File: src/rtl/imem_loader.sv
// imem_loader: boot-time instruction-memory writer.
// Takes a byte stream (header N, then 4*N little-endian payload bytes).
// Issues one word write per 4 bytes at byte addresses 0, 4, 8, ...
// The core is held in reset until the whole program is in memory.
module imem_loader #(
  parameter int MAX_WORDS = 22,
  parameter int ADDR_W    = 32
) (
  input  logic              clk,
  input  logic              rst_n,
  input  logic              start,
  input  logic              in_valid,
  input  logic [7:0]        in_data,
  output logic              in_ready,
  output logic              we,
  output logic [ADDR_W-1:0] waddr,
  output logic [31:0]       wdata,
  output logic              cpu_hold,
  output logic              done,
  output logic              error
);

  // Header limit in the header's own width, so the comparison is unsigned 8-bit.
  localparam logic [7:0] MAX_W8 = 8'(MAX_WORDS);

  typedef enum logic [2:0] {
    IDLE  = 3'd0,
    HDR   = 3'd1,
    DATA  = 3'd2,
    WRITE = 3'd3,
    DONE  = 3'd4,
    ERR   = 3'd5
  } state_t;

  state_t            state_q;
  logic [7:0]        count_q;
  logic [7:0]        word_idx_q;
  logic [1:0]        byte_idx_q;
  logic              in_ready_q;
  logic              we_q;
  logic [ADDR_W-1:0] waddr_q;
  logic [31:0]       wdata_q;
  logic              cpu_hold_q;
  logic              done_q;
  logic              error_q;

  // A byte is consumed only when the registered ready is high.
  logic xfer;
  assign xfer = in_valid && in_ready_q;

  // Load sequencer; every output is a register updated with the state.
  always_ff @(posedge clk or negedge rst_n) begin
    if (!rst_n) begin
      state_q    <= IDLE;
      count_q    <= 8'd0;
      word_idx_q <= 8'd0;
      byte_idx_q <= 2'd0;
      in_ready_q <= 1'b0;
      we_q       <= 1'b0;
      waddr_q    <= '0;
      wdata_q    <= 32'd0;
      cpu_hold_q <= 1'b1;
      done_q     <= 1'b0;
      error_q    <= 1'b0;
    end else begin
      // The strobe lasts exactly the one WRITE cycle.
      we_q <= 1'b0;
      case (state_q)
        IDLE: begin
          if (start) begin
            state_q    <= HDR;
            in_ready_q <= 1'b1;
          end
        end
        HDR: begin
          // start is deliberately not looked at here.
          if (xfer) begin
            count_q <= in_data;
            if (in_data == 8'd0) begin
              state_q    <= DONE;
              in_ready_q <= 1'b0;
              done_q     <= 1'b1;
              cpu_hold_q <= 1'b0;
            end else if (in_data > MAX_W8) begin
              state_q    <= ERR;
              in_ready_q <= 1'b0;
              error_q    <= 1'b1;
            end else begin
              state_q    <= DATA;
              byte_idx_q <= 2'd0;
              word_idx_q <= 8'd0;
            end
          end
        end
        DATA: begin
          // Bytes land directly in the output word, LSB first; bubbles hold everything.
          if (xfer) begin
            wdata_q[{byte_idx_q, 3'b000} +: 8] <= in_data;
            byte_idx_q <= byte_idx_q + 2'd1;
            if (byte_idx_q == 2'd3) begin
              state_q    <= WRITE;
              in_ready_q <= 1'b0;
              we_q       <= 1'b1;
              waddr_q    <= ADDR_W'({word_idx_q, 2'b00});
            end
          end
        end
        WRITE: begin
          if (word_idx_q == count_q - 8'd1) begin
            state_q    <= DONE;
            done_q     <= 1'b1;
            cpu_hold_q <= 1'b0;
          end else begin
            state_q    <= DATA;
            word_idx_q <= word_idx_q + 8'd1;
            in_ready_q <= 1'b1;
          end
        end
        DONE: begin
          if (start) begin
            state_q    <= HDR;
            in_ready_q <= 1'b1;
            done_q     <= 1'b0;
            cpu_hold_q <= 1'b1;
          end
        end
        ERR: begin
          if (start) begin
            state_q    <= HDR;
            in_ready_q <= 1'b1;
            error_q    <= 1'b0;
          end
        end
        default: begin
          state_q    <= IDLE;
          in_ready_q <= 1'b0;
          cpu_hold_q <= 1'b1;
        end
      endcase
    end
  end

  assign in_ready = in_ready_q;
  assign we       = we_q;
  assign waddr    = waddr_q;
  assign wdata    = wdata_q;
  assign cpu_hold = cpu_hold_q;
  assign done     = done_q;
  assign error    = error_q;

endmodule

File: config.mk
export PLATFORM = sky130hd
export DESIGN_NAME = imem_loader
export DESIGN_NICKNAME = d
export VERILOG_FILES = /design/src/rtl/imem_loader.sv
export SDC_FILE = /design/constraint.sdc
export NUM_CORES = 1
export LEC_CHECK = 0
export ABC_AREA = 1
export CAP_MARGIN = 20
export CORE_MARGIN = 3
export CORE_UTILIZATION = 30
export DETAILED_ROUTE_END_ITERATION = 16
export PLACE_DENSITY_LB_ADDON = 0.2
export SETUP_SLACK_MARGIN = 0.1
export SYNTH_ARGS = -nofsm -noshare
export SYNTH_HDL_FRONTEND = slang
export SYNTH_SLANG_ARGS = --single-unit
File: constraint.sdc
create_clock -name clk -period 2.28 [get_ports clk]
set_input_delay 0.456 -clock clk [delete_from_list [all_inputs] [get_ports clk]]
set_output_delay 0.456 -clock clk [all_outputs]
set_load 0.02 [all_outputs]
==> metrics.md <==
| Metric | Value |
|---|---|
| Status | `completed` |
| Commonest cells after routing, fill and taps aside | `138 x nand2_1, 65 x dfrtp_1, 55 x clkdlybuf4s50_1, 46 x nor2_1, 44 x o21ai_0` |
| Element type at the critical path end | `register` |
| Remaining number of nets flagged by the antenna check after routing | `0` |
| Initial detailed-routing violation count | `about 130` |
| Worst setup SP type | `register` |
| Floorplan die width | `roughly 120 µm` |
| RSZ-0062 raised after global routing | `no` |
| Mean routed wirelength per cell | `around 13 µm` |
| Number of vias per cell after detailed routing | `roughly 4.5` |
| Post-synth cell types | `29` |
| Total iterations of the first detailed-routing run | `5` |
| Leading cell type in the layout, fill and taps excluded | `nand2_1` |
| Cell-by-cell trace of the critical path | `inv_1, ha_1, nand2_1, nor2_1, nand2_1, nand2_1, nand3_1, nor2_1, nand2_1, nand2_1, nand3_1, nand2_1, nand2_1` |
| Total global-route track usage | `roughly 14%` |
| Total congestion overflow | `0` |
| Average cell area after synthesis | `7.70 µm²` |
| Part of the total power dissipated in combinational logic | `38.6%` |
| Buffers on Ports | `between 50 and 60` |
| Clk_lat worst skew | `330 ps` |
| Detailed-route DRC error count | `0` |
| Signed area change from the synthesized netlist to the final layout | `26.3%` |
| Maximum fanout encountered on the critical timing path | `5` |
| Final cell count without fillers | `715` |
| Worst clock skew | `~6.6 ps` |
| Max-cap violation count | `0` |
| Setup violations, final | `0` |
| Clk pwr share | `~29%` |
| Cell chosen for the clock root | `clkbuf_16` |
| Number of antenna cells inserted | `0` |
| Critical path depth in cells | `13` |
| Vias in the first global route | `roughly 3,200` |
| Share of power burned in registers | `32.2%` |
| Number of setup buffers added after CTS | `0` |
| Maximum achievable frequency | `508 MHz` |
| Initial core utilization | `between 30 and 40%` |
| Internal cell power | `2.95 mW` |
| CP max-delay cell | `dfrtp_1` |
| Worst path top cell family by delay | `simple AND/OR/NAND/NOR gates` |
| Final critical-path share of the clock period | `86.4%` |
| TritonCTS Sinks | `66` |
| Setup Crit Path Kind | `reg2reg` |
| Switching Fraction | `between 30% and 40%` |
| Number of levels the H-tree was split into | `3` |
| Pin count of the biggest net entering global routing | `67` |
| Fraction of final layout cells with drive strength greater than 1 | `~7.9%` |
| Leak | `about 2.3 nW` |
| Floorplan row count | `40` |
| Placer congestion estimate | `a little over 0.8` |
| IO Count | `81` |
| Tmin final | `around 2000 ps` |
| Filler cell count | `between 1,000 and 1,500` |
| Synth warn | `0` |
| Buffers plus inverters on the worst setup path | `1` |
| Final hold violation count | `0` |
| Total Negative Setup Slacks | `0 ps` |
| Net switching power figure | `between 1.5 and 2 mW` |
| Clock tree buffer depth | `2` |
| Slowest cell delay on critical path | `410 ps` |
| Half-perimeter wire length of the detailed placement result | `6.68 mm` |
| Clock transition at the registers of the reported paths | `approximately 60 ps` |
| Via count of the routed design | `3,218` |
| Worst hold slack | `roughly 120 ps` |
| Initial antenna violation count | `0` |
| Count of final max-slew check failures | `0` |
| Required time at the endpoint of the critical path | `2500 ps` |
| Critical path data arrival time | `2190 ps` |
| Clock tree from TritonCTS | `built` |
| Post-layout nets | `around 560` |
| CP dominant cell by count | `nand2_1` |
| Total power density per cell area | `approximately 1000 nW/µm²` |
| Worst hold path class | `in2async` |
| Number of placed cells counting well taps | `699` |
| Cell depth of the worst flop-to-flop path | `13` |
| Number of register bits inferred by synthesis | `66` |
| Full die area | `approximately 14,000 µm²` |
| Number of buffers created by CTS | `9` |
| First-pass GRT wire length | `between 15 and 20 mm` |
| Synthesized area | `between 3000 and 4000 µm²` |
| Final routed wirelength across all metal layers | `~9.2 mm` |
| Gate Count Post-Synth | `about 480` |
| Seq/Total Area, Yosys | `44.4%` |
| Worst IR Drop VDD | `0.352 mV` |
| Chip Height | `around 120 µm` |
| Placeable core region | `12,100 µm²` |
power by group through the flow:
stage / Clock (mW) / Combinational, mW / Sequential [mW]
final: 1.43 / 1.89 / 1.58
after global routing: 1.54 / 2.15 / 1.61
after CTS: 1.47 / 1.89 / 1.58
after detailed placement: 0 / 1.88 / 1.60
after global placement: 0 / 1.86 / 1.59
after floorplan: 0 / 1.24 / 1.68
worst register-to-register path: cells and delay by family, from the launching register on:
| kind | cells | cell delay (ps) |
|---|---|---|
| adder cells (fa/ha/maj) | 1 | 200 |
| buffers and inverters | 1 | 80 |
| flip-flops | 1 | 410 |
| AND/OR/NAND/NOR | 11 | 1160 |
final timing paths:
check | from | endpoint | slack [ps]
worst min-delay path | rst_n | waddr[4]$_DFFE_PN0P_ | 120
worst max register to register | count_q[1]$_DFFE_PN0P_ | done$_DFFE_PN0P_ | 310
worst max-delay path | count_q[1]$_DFFE_PN0P_ | done$_DFFE_PN0P_ | 310
max in group asynchronous | rst_n | cpu_hold$_DFFE_PN1P_ | 1820
worst min register to register | cpu_hold$_DFFE_PN1P_ | cpu_hold$_DFFE_PN1P_ | 460
min in group clk | cpu_hold$_DFFE_PN1P_ | cpu_hold$_DFFE_PN1P_ | 460
synthesized netlist by cell type:
| cell type | count | area (µm²) |
|---|---|---|
| nand3_2 | 1 | 10.0 |
| o31ai_1 | 1 | 7.51 |
| clkbuf_2 | 1 | 5.00 |
| nand3_4 | 1 | 17.5 |
| a21oi_1 | 10 | 50.1 |
| nand4_1 | 29 | 181 |
| conb_1 | 1 | 3.75 |
| inv_2 | 5 | 18.8 |
| nor2_4 | 6 | 67.6 |
| xnor2_1 | 4 | 35.0 |
| nor3_4 | 1 | 16.3 |
| clkbuf_1 | 7 | 26.3 |
| dfrtp_1 | 65 | 1630 |
| buf_4 | 26 | 195 |
| buf_6 | 2 | 22.5 |
| dfstp_2 | 1 | 26.3 |
| nor3b_1 | 1 | 7.51 |
| buf_2 | 1 | 5.00 |
| inv_1 | 42 | 158 |
| nand2_1 | 138 | 518 |
| nand3_1 | 30 | 150 |
| xor2_1 | 4 | 35.0 |
| nor2_2 | 3 | 18.8 |
| o21ai_0 | 44 | 220 |
| o21ai_1 | 2 | 10.0 |
| nor2_1 | 47 | 176 |
| nand2_2 | 1 | 6.26 |
| nor3_1 | 1 | 5.00 |
| ha_1 | 8 | 100 |
sequential cells by signal, summed over array words and instances, names as in the netlist:
signal,flops
wdata,32
count_q,8
waddr,8
word_idx_q,8
state_q,3
byte_idx_q,2
cpu_hold,1
done,1
error,1
in_ready,1
we,1
cells by family after synthesis:
family / Yosys count / share of synthesized area (%)
flops: 66 / 44.4
compound gates: 57 / 7.74
other cells: 1 / 0.101
xor+xnor: 8 / 1.88
simple gates: 259 / 31.6
fa+ha+maj: 8 / 2.69
buf+inv: 84 / 11.6
cell type report:
class | count | area, µm² | area share [%]
Inverter | 47 | 176 | 3.75
Timing Repair Buffer | 62 | 613 | 13.0
Sequential cell | 66 | 1650 | 35.2
Multi-Input combinational cell | 356 | 1730 | 36.9
Tap cell | 168 | 210 | 4.47
Clock buffer | 11 | 253 | 5.38
Clock inverter | 5 | 61.3 | 1.30
timing repair:
action | CTS | global route
gates resized for setup | 0 | 1
setup endpoints to repair | 0 | 9
hold buffers | 0 | 0
hold endpoints to repair | 0 | 0
metal layers:
metal	part of all wire [%]	vias up	track usage [%]
met1	45	1479	18.4
met3	5.7	12	4.97
met4	1.5	0	3.81
met2	48	93	22.2
met5	0	-	0
li1	-	1634	-
metrics by stage:
step	instance area, µm²	total power [mW]	setup WS, ps	util (%)
4_1_cts	4690	4.94	296	38.9
3_5_place_dp	4380	3.48	187	36.3
2_1_floorplan	3810	2.92	116	-
3_3_place_gp	4380	3.45	187	36.3
5_1_grt	4700	5.30	82.7	39.0
6_report	4700	4.90	311	39.0
Note: power is estimated with default switching activity, not from simulation.
